### config.mk
export PLATFORM = sky130hd
export DESIGN_NAME = slc3_mem_arbiter
export DESIGN_NICKNAME = d
export VERILOG_FILES = /design/src/rtl/slc3_mem_pkg.sv /design/src/rtl/slc3_rr_arbiter.sv /design/src/rtl/slc3_mem_arbiter.sv
export SDC_FILE = /design/constraint.sdc
export NUM_CORES = 1
export LEC_CHECK = 0
export CORE_MARGIN = 1.5
export CORE_UTILIZATION = 41
export CTS_CLUSTER_DIAMETER = 200
export DETAILED_ROUTE_END_ITERATION = 10
export GPL_TIMING_DRIVEN = 0
export PLACE_DENSITY = 0.87
export RECOVER_POWER = 50
export SLEW_MARGIN = 20
export SYNTH_ARGS = -nofsm -noshare
export SYNTH_HDL_FRONTEND = slang
export SYNTH_SLANG_ARGS = --single-unit
### constraint.sdc
create_clock -name Clk -period 4.2 [get_ports Clk]
set_clock_uncertainty 0.05 [all_clocks]
set_input_delay 1.26 -clock Clk [delete_from_list [all_inputs] [get_ports Clk]]
set_output_delay 1.26 -clock Clk [all_outputs]
set_load 0.02 [all_outputs]
### src/rtl/slc3_mem_pkg.sv
// Shared types and constants for the SLC-3 memory-bus controller.
// Used by slc3_mem_arbiter and slc3_rr_arbiter.
package slc3_mem_pkg;

    typedef enum logic [1:0] {
        IDLE,
        ACCESS,
        DONE,
        IO
    } mem_state_t;

    typedef enum logic {
        GNT_CPU,
        GNT_DBG
    } grant_t;

    localparam logic [15:0] IO_ADDR_DEF = 16'hFFFF;
    localparam int SRAM_ADDR_W = 20;

endpackage

### src/rtl/slc3_rr_arbiter.sv
// Two-way round-robin arbiter: bit 0 = CPU, bit 1 = debug port.
// The pointer names the port preferred on the next contested grant.
module slc3_rr_arbiter
    import slc3_mem_pkg::*;
(
    input  logic       Clk,
    input  logic       Reset,
    input  logic [1:0] req,
    input  logic       grant_en,
    output logic [1:0] grant
);

    grant_t ptr_q;
    grant_t ptr_d;

    always_comb begin
        grant = 2'b00;
        if (grant_en) begin
            if (req == 2'b11) begin
                grant = (ptr_q == GNT_CPU) ? 2'b01 : 2'b10;
            end else begin
                grant = req;
            end
        end
    end

    always_comb begin
        ptr_d = ptr_q;
        unique case (1'b1)
            grant[0]: ptr_d = GNT_DBG;
            grant[1]: ptr_d = GNT_CPU;
            default:  ptr_d = ptr_q;
        endcase
    end

    always_ff @(posedge Clk or negedge Reset) begin
        if (!Reset) begin
            ptr_q <= GNT_CPU;
        end else begin
            ptr_q <= ptr_d;
        end
    end

endmodule

### src/rtl/slc3_mem_arbiter.sv
// SLC-3 memory-bus controller: shares the SRAM between CPU and debug port, plus one I/O word.
// Define SLC3_DBG_PORT_EN to arbitrate the debug port; otherwise only the CPU is served.
module slc3_mem_arbiter
    import slc3_mem_pkg::*;
#(
    parameter int                ADDR_W  = 16,
    parameter int                DATA_W  = 16,
    parameter int                RD_WAIT = 2,
    parameter logic [ADDR_W-1:0] IO_ADDR = ADDR_W'(IO_ADDR_DEF)
) (
    input  logic                   Clk,
    input  logic                   Reset,
    input  logic                   cpu_req,
    input  logic                   cpu_we,
    input  logic [ADDR_W-1:0]      cpu_addr,
    input  logic [DATA_W-1:0]      cpu_wdata,
    output logic [DATA_W-1:0]      cpu_rdata,
    output logic                   cpu_ready,
    input  logic                   dbg_req,
    input  logic                   dbg_we,
    input  logic [ADDR_W-1:0]      dbg_addr,
    input  logic [DATA_W-1:0]      dbg_wdata,
    output logic [DATA_W-1:0]      dbg_rdata,
    output logic                   dbg_ready,
    output logic                   sram_ce_n,
    output logic                   sram_oe_n,
    output logic                   sram_we_n,
    output logic [SRAM_ADDR_W-1:0] sram_addr,
    output logic [DATA_W-1:0]      sram_wdata,
    output logic                   sram_drive,
    input  logic [DATA_W-1:0]      sram_rdata,
    input  logic [9:0]             SW,
    output logic [15:0]            hex_out
);

    localparam int CNT_W = (RD_WAIT > 1) ? $clog2(RD_WAIT) : 1;

    mem_state_t        state_q, state_d;
    grant_t            gnt_q, gnt_d;
    logic [CNT_W-1:0]  cnt_q, cnt_d;
    logic              we_q, we_d;
    logic [ADDR_W-1:0] addr_q, addr_d;
    logic [DATA_W-1:0] wdata_q, wdata_d;
    logic              ce_n_q, ce_n_d;
    logic              oe_n_q, oe_n_d;
    logic              we_n_q, we_n_d;
    logic              drive_q, drive_d;
    logic              cpu_ready_q, cpu_ready_d;
    logic              dbg_ready_q, dbg_ready_d;
    logic [DATA_W-1:0] cpu_rdata_q, cpu_rdata_d;
    logic [DATA_W-1:0] dbg_rdata_q, dbg_rdata_d;
    logic [15:0]       hex_q, hex_d;

    logic              dbg_req_i;
    logic [1:0]        grant;
    logic              sel_we;
    logic [ADDR_W-1:0] sel_addr;
    logic [DATA_W-1:0] sel_wdata;
    logic [DATA_W-1:0] io_word;

`ifdef SLC3_DBG_PORT_EN
    assign dbg_req_i = dbg_req;
    assign dbg_ready = dbg_ready_q;
    assign dbg_rdata = dbg_rdata_q;
`else
    logic unused_dbg;
    assign dbg_req_i  = 1'b0;
    assign dbg_ready  = 1'b0;
    assign dbg_rdata  = '0;
    assign unused_dbg = ^{dbg_req, dbg_ready_q, dbg_rdata_q};
`endif

    slc3_rr_arbiter u_rr (
        .Clk      (Clk),
        .Reset    (Reset),
        .req      ({dbg_req_i, cpu_req}),
        .grant_en (state_q == IDLE),
        .grant    (grant)
    );

    assign sel_we    = grant[1] ? dbg_we    : cpu_we;
    assign sel_addr  = grant[1] ? dbg_addr  : cpu_addr;
    assign sel_wdata = grant[1] ? dbg_wdata : cpu_wdata;
    assign io_word   = {{(DATA_W-10){1'b0}}, SW};

    always_comb begin
        state_d     = state_q;
        gnt_d       = gnt_q;
        cnt_d       = cnt_q;
        we_d        = we_q;
        addr_d      = addr_q;
        wdata_d     = wdata_q;
        ce_n_d      = 1'b1;
        oe_n_d      = 1'b1;
        we_n_d      = 1'b1;
        drive_d     = 1'b0;
        cpu_ready_d = 1'b0;
        dbg_ready_d = 1'b0;
        cpu_rdata_d = cpu_rdata_q;
        dbg_rdata_d = dbg_rdata_q;
        hex_d       = hex_q;
        unique case (state_q)
            IDLE: begin
                if (|grant) begin
                    gnt_d   = grant[1] ? GNT_DBG : GNT_CPU;
                    we_d    = sel_we;
                    addr_d  = sel_addr;
                    wdata_d = sel_wdata;
                    if (sel_addr == IO_ADDR) begin
                        state_d     = IO;
                        cpu_ready_d = grant[0];
                        dbg_ready_d = grant[1];
                        if (sel_we) begin
                            hex_d = 16'(sel_wdata);
                        end else if (grant[1]) begin
                            dbg_rdata_d = io_word;
                        end else begin
                            cpu_rdata_d = io_word;
                        end
                    end else begin
                        state_d = ACCESS;
                        cnt_d   = CNT_W'(RD_WAIT - 1);
                        ce_n_d  = 1'b0;
                        oe_n_d  = sel_we;
                        we_n_d  = ~sel_we;
                        drive_d = sel_we;
                    end
                end
            end
            ACCESS: begin
                if (cnt_q == '0) begin
                    // Last strobed cycle: pads hold valid read data here
                    state_d     = DONE;
                    cpu_ready_d = (gnt_q == GNT_CPU);
                    dbg_ready_d = (gnt_q == GNT_DBG);
                    if (!we_q && gnt_q == GNT_CPU) cpu_rdata_d = sram_rdata;
                    if (!we_q && gnt_q == GNT_DBG) dbg_rdata_d = sram_rdata;
                end else begin
                    cnt_d   = cnt_q - 1'b1;
                    ce_n_d  = 1'b0;
                    oe_n_d  = we_q;
                    we_n_d  = ~we_q;
                    drive_d = we_q;
                end
            end
            DONE: state_d = IDLE;
            IO:   state_d = IDLE;
        endcase
    end

    always_ff @(posedge Clk or negedge Reset) begin
        if (!Reset) begin
            state_q     <= IDLE;
            gnt_q       <= GNT_CPU;
            cnt_q       <= '0;
            we_q        <= 1'b0;
            addr_q      <= '0;
            wdata_q     <= '0;
            ce_n_q      <= 1'b1;
            oe_n_q      <= 1'b1;
            we_n_q      <= 1'b1;
            drive_q     <= 1'b0;
            cpu_ready_q <= 1'b0;
            dbg_ready_q <= 1'b0;
            cpu_rdata_q <= '0;
            dbg_rdata_q <= '0;
            hex_q       <= '0;
        end else begin
            state_q     <= state_d;
            gnt_q       <= gnt_d;
            cnt_q       <= cnt_d;
            we_q        <= we_d;
            addr_q      <= addr_d;
            wdata_q     <= wdata_d;
            ce_n_q      <= ce_n_d;
            oe_n_q      <= oe_n_d;
            we_n_q      <= we_n_d;
            drive_q     <= drive_d;
            cpu_ready_q <= cpu_ready_d;
            dbg_ready_q <= dbg_ready_d;
            cpu_rdata_q <= cpu_rdata_d;
            dbg_rdata_q <= dbg_rdata_d;
            hex_q       <= hex_d;
        end
    end

    assign sram_ce_n  = ce_n_q;
    assign sram_oe_n  = oe_n_q;
    assign sram_we_n  = we_n_q;
    assign sram_drive = drive_q;
    assign sram_addr  = SRAM_ADDR_W'(addr_q);
    assign sram_wdata = wdata_q;
    assign cpu_ready  = cpu_ready_q;
    assign cpu_rdata  = cpu_rdata_q;
    assign hex_out    = hex_q;

endmodule

==> impl_metrics.csv <==
group,metric,value,unit
drt,drt-total-wl,7080,µm
floorplan,start_util,0.426,
grt,gr-total-overflow,0,
sta,rsz0062_at_grt,"false",
clock_network,clkTransAtPathRegs,0.07,ns
drt,avgViaCountPerCell,4.63,
synth,synth.avg_cell_area,15.0,µm²
outcome,status,"finished with violations",
grt,grt_max_degree,43,
clock_network,cts_sinks,73,
drt,via_count,2189,
synth,ys.flop_type,"dfrtp_1",
drt,drt.antenna.violating_nets,0,
cells_and_area,syn_to_final_growth,56.1,%
drt,firstDrtPassIters,4,
clock_network,clk_latency,0.34,ns
place,dpl.hpwl,5320,µm
min_path,hold_start,"cpu_rdata[14]",
grt,grt_pass1_wl,11700,µm
power_and_ir_drop,p_leak,2.24,nW
clock_network,cts.htree.levels,3,
sta,fmax,0.317,GHz
drt,wl_per_cell,15.0,µm
floorplan,die_w,90.3,µm
critical_path,worstPathRequired,4.37,ns
cells_and_area,final_layout_size_suffix_gt1_frac,0.313,
critical_path,crit_path_end_kind,"flip-flop",
sta,max_slew_margin,-0.141,
synth,ys_seq_area_frac,0.586,
synth,synthTopCellsByArea,"dfrtp_1 56%, mux2_2 19%, mux2_4 6.7%",
synth,netlist_area,3130,µm²
critical_path,crit_start,"cpu_req",
sta,worstMarginPinSlew,1.71,ns
cells_and_area,final_util,0.666,
power_and_ir_drop,power_density,673,nW/µm²
place,place_ws,0.789,ns
synth,ys_warn_count,0,
flow_run,cap_violations,1,
critical_path,rr_startpoint,"state_q[0]",
sta,post-route-min-period,3.16,ns
synth,synthCells,208,
cells_and_area,nFillCells,539,
min_path,holdPathStages,1,
sta,fin_crit_sh,0.751,
sta,hold-worst-slack,0.446,ns
synth,synthTopCellsByCount,"70 x dfrtp_1, 54 x mux2_2, 22 x buf_4",
sta,finalHoldViolCount,0,
critical_path,cp.arrival,3.33,ns
synth,yosysTopAreaCellShare,0.560,
sta,setup_viol,0,
synth,synth.largest_area_cell,"dfrtp_1",
synth,ys_seq_elements,73,
sta,setup_ws,1.04,ns
drt,drtIter0Drc,44,
floorplan,design.core.area,7330,µm²
synth,ys_types,26,
critical_path,reg2reg_to,"addr_q[5]",
critical_path,cp_max_fo,10,
min_path,hold_path.class,"reg2reg",
place,io_buffers,130,
critical_path,rrSetupSlack,1.87,ns
clock_network,cts_tree,"yes",
power_and_ir_drop,ir_drop,0.000393,V
drt,drc,0,
min_path,whs_endpoint,"cpu_rdata[14]",
clock_network,postCtsSetupBuffers,0,
place,routabilityCongestion,0.759,
clock_network,clockBufferDepth,2,
critical_path,r2r_cells,5,
outcome,violations,"capacitance limit, slew limit",
clock_network,numCtsBuffers,9,
grt,antenna_found_initial,0,
clock_network,cts_root_buf,"clkbuf_8",
synth,async_flop_share,1.00,
floorplan,die_h,90.3,µm
cells_and_area,seqCellArea,1830,µm²
grt,first_global_vias,2346,
floorplan,die_area,8160,µm²
floorplan,ioPinCount,186,
sta,drv_slew,32,
critical_path,crit_type,"in2reg",
clock_network,cts-resized-gates,0,
cells_and_area,fin_nets,466,
cells_and_area,insertedDiodeCount,0,
floorplan,rows,31,
grt,grt_use_total,0.182,
cells_and_area,multiInputGateArea,1140,µm²
synth,synth_edf_count,0,
synth,synth_most_common_cell,"dfrtp_1",
sta,fin_tns_setup,0,ns
clock_network,ctsHoldBuffers,0,
critical_path,start_kind,"primary input",
==> logic make-up after synthesis <==
family          Yosys count  synth area share
flops                    73             0.586
mux                      68             0.262
buf+inv                  34            0.0737
simple gates             17            0.0380
compound gates           15            0.0396
other cells               1           0.00120
==> per-layer routing <==
metal  wire length, µm  track usage
met1              2850        0.218
met2              3580        0.303
met3               489       0.0522
met4               163       0.0847
met5                 0            0
==> cell usage in the layout (no fill, tap or decap) <==
master / instances
a21o_1: 1
a22o_1: 7
a22oi_1: 1
a32o_1: 1
and3_1: 1
buf_12: 1
buf_2: 3
buf_4: 22
buf_6: 2
bufinv_16: 3
clkbuf_1: 5
clkbuf_8: 10
clkdlybuf4s50_1: 96
clkinv_2: 1
clkinv_4: 1
conb_1: 21
dfrtp_1: 70
dfstp_2: 3
dlygate4sd3_1: 33
inv_1: 3
mux2_2: 54
mux2_4: 14
nand2_1: 4
nand3_1: 1
nand3_2: 1
nand4_1: 4
nor2b_1: 1
nor3b_1: 3
nor4_4: 1
o21a_1: 1
o21ai_0: 3
o221ai_2: 1
or4_1: 1
==> through the flow <==
stage                     area [µm²]  total power, mW  std cells
after CTS                       4880             3.38        473
after global placement          4630             2.66        457
after floorplan                 3200             1.99        228
final                           4880             3.29        473
after detailed placement        4640             2.71        458
after global routing            4880             3.45        473
==> worst max-delay path, stage by stage <==
cell and delay (ns):
clkdlybuf4s50_1 0.46, nor3b_1 0.39, clkbuf_1 0.51, buf_2 0.33, mux2_2 0.37
==> sequential cells by signal, indices dropped and copies added, names as in the netlist <==
name        flops
cnt_q           1
addr_q         16
sram_wdata     16
we_q            1
sram_drive      1
sram_oe_n       1
cpu_ready       1
sram_we_n       1
cpu_rdata      16
sram_ce_n       1
hex_out        16
state_q         2
==> area by class of cell <==
class / instances / share of cell area
clock buffers: 10 / 0.0282
repair buffers: 131 / 0.269
well taps: 99 / 0.0254
multi-input cells: 121 / 0.234
plain buffers: 31 / 0.0446
inverters: 3 / 0.00231
flip-flops and latches: 73 / 0.375
clock inverters: 5 / 0.0213
==> where the power goes <==
part           internal, mW  switching [mW]
combinational         0.785           0.722
clock                 0.408           0.251
sequential            0.991           0.131
==> worst max path at each step <==
stage                     cells past startpoint           end  slack (ns)
final                                         5     addr_q[5]        1.04
after global routing                          5     addr_q[5]        0.92
after CTS                                     6    hex_out[3]        1.16
after floorplan                               5    hex_out[0]        1.54
after detailed placement                      6    hex_out[6]        0.79
after global placement                        1  cpu_rdata[6]       -0.63
No activity file was read; power rests on OpenSTA's default activity.
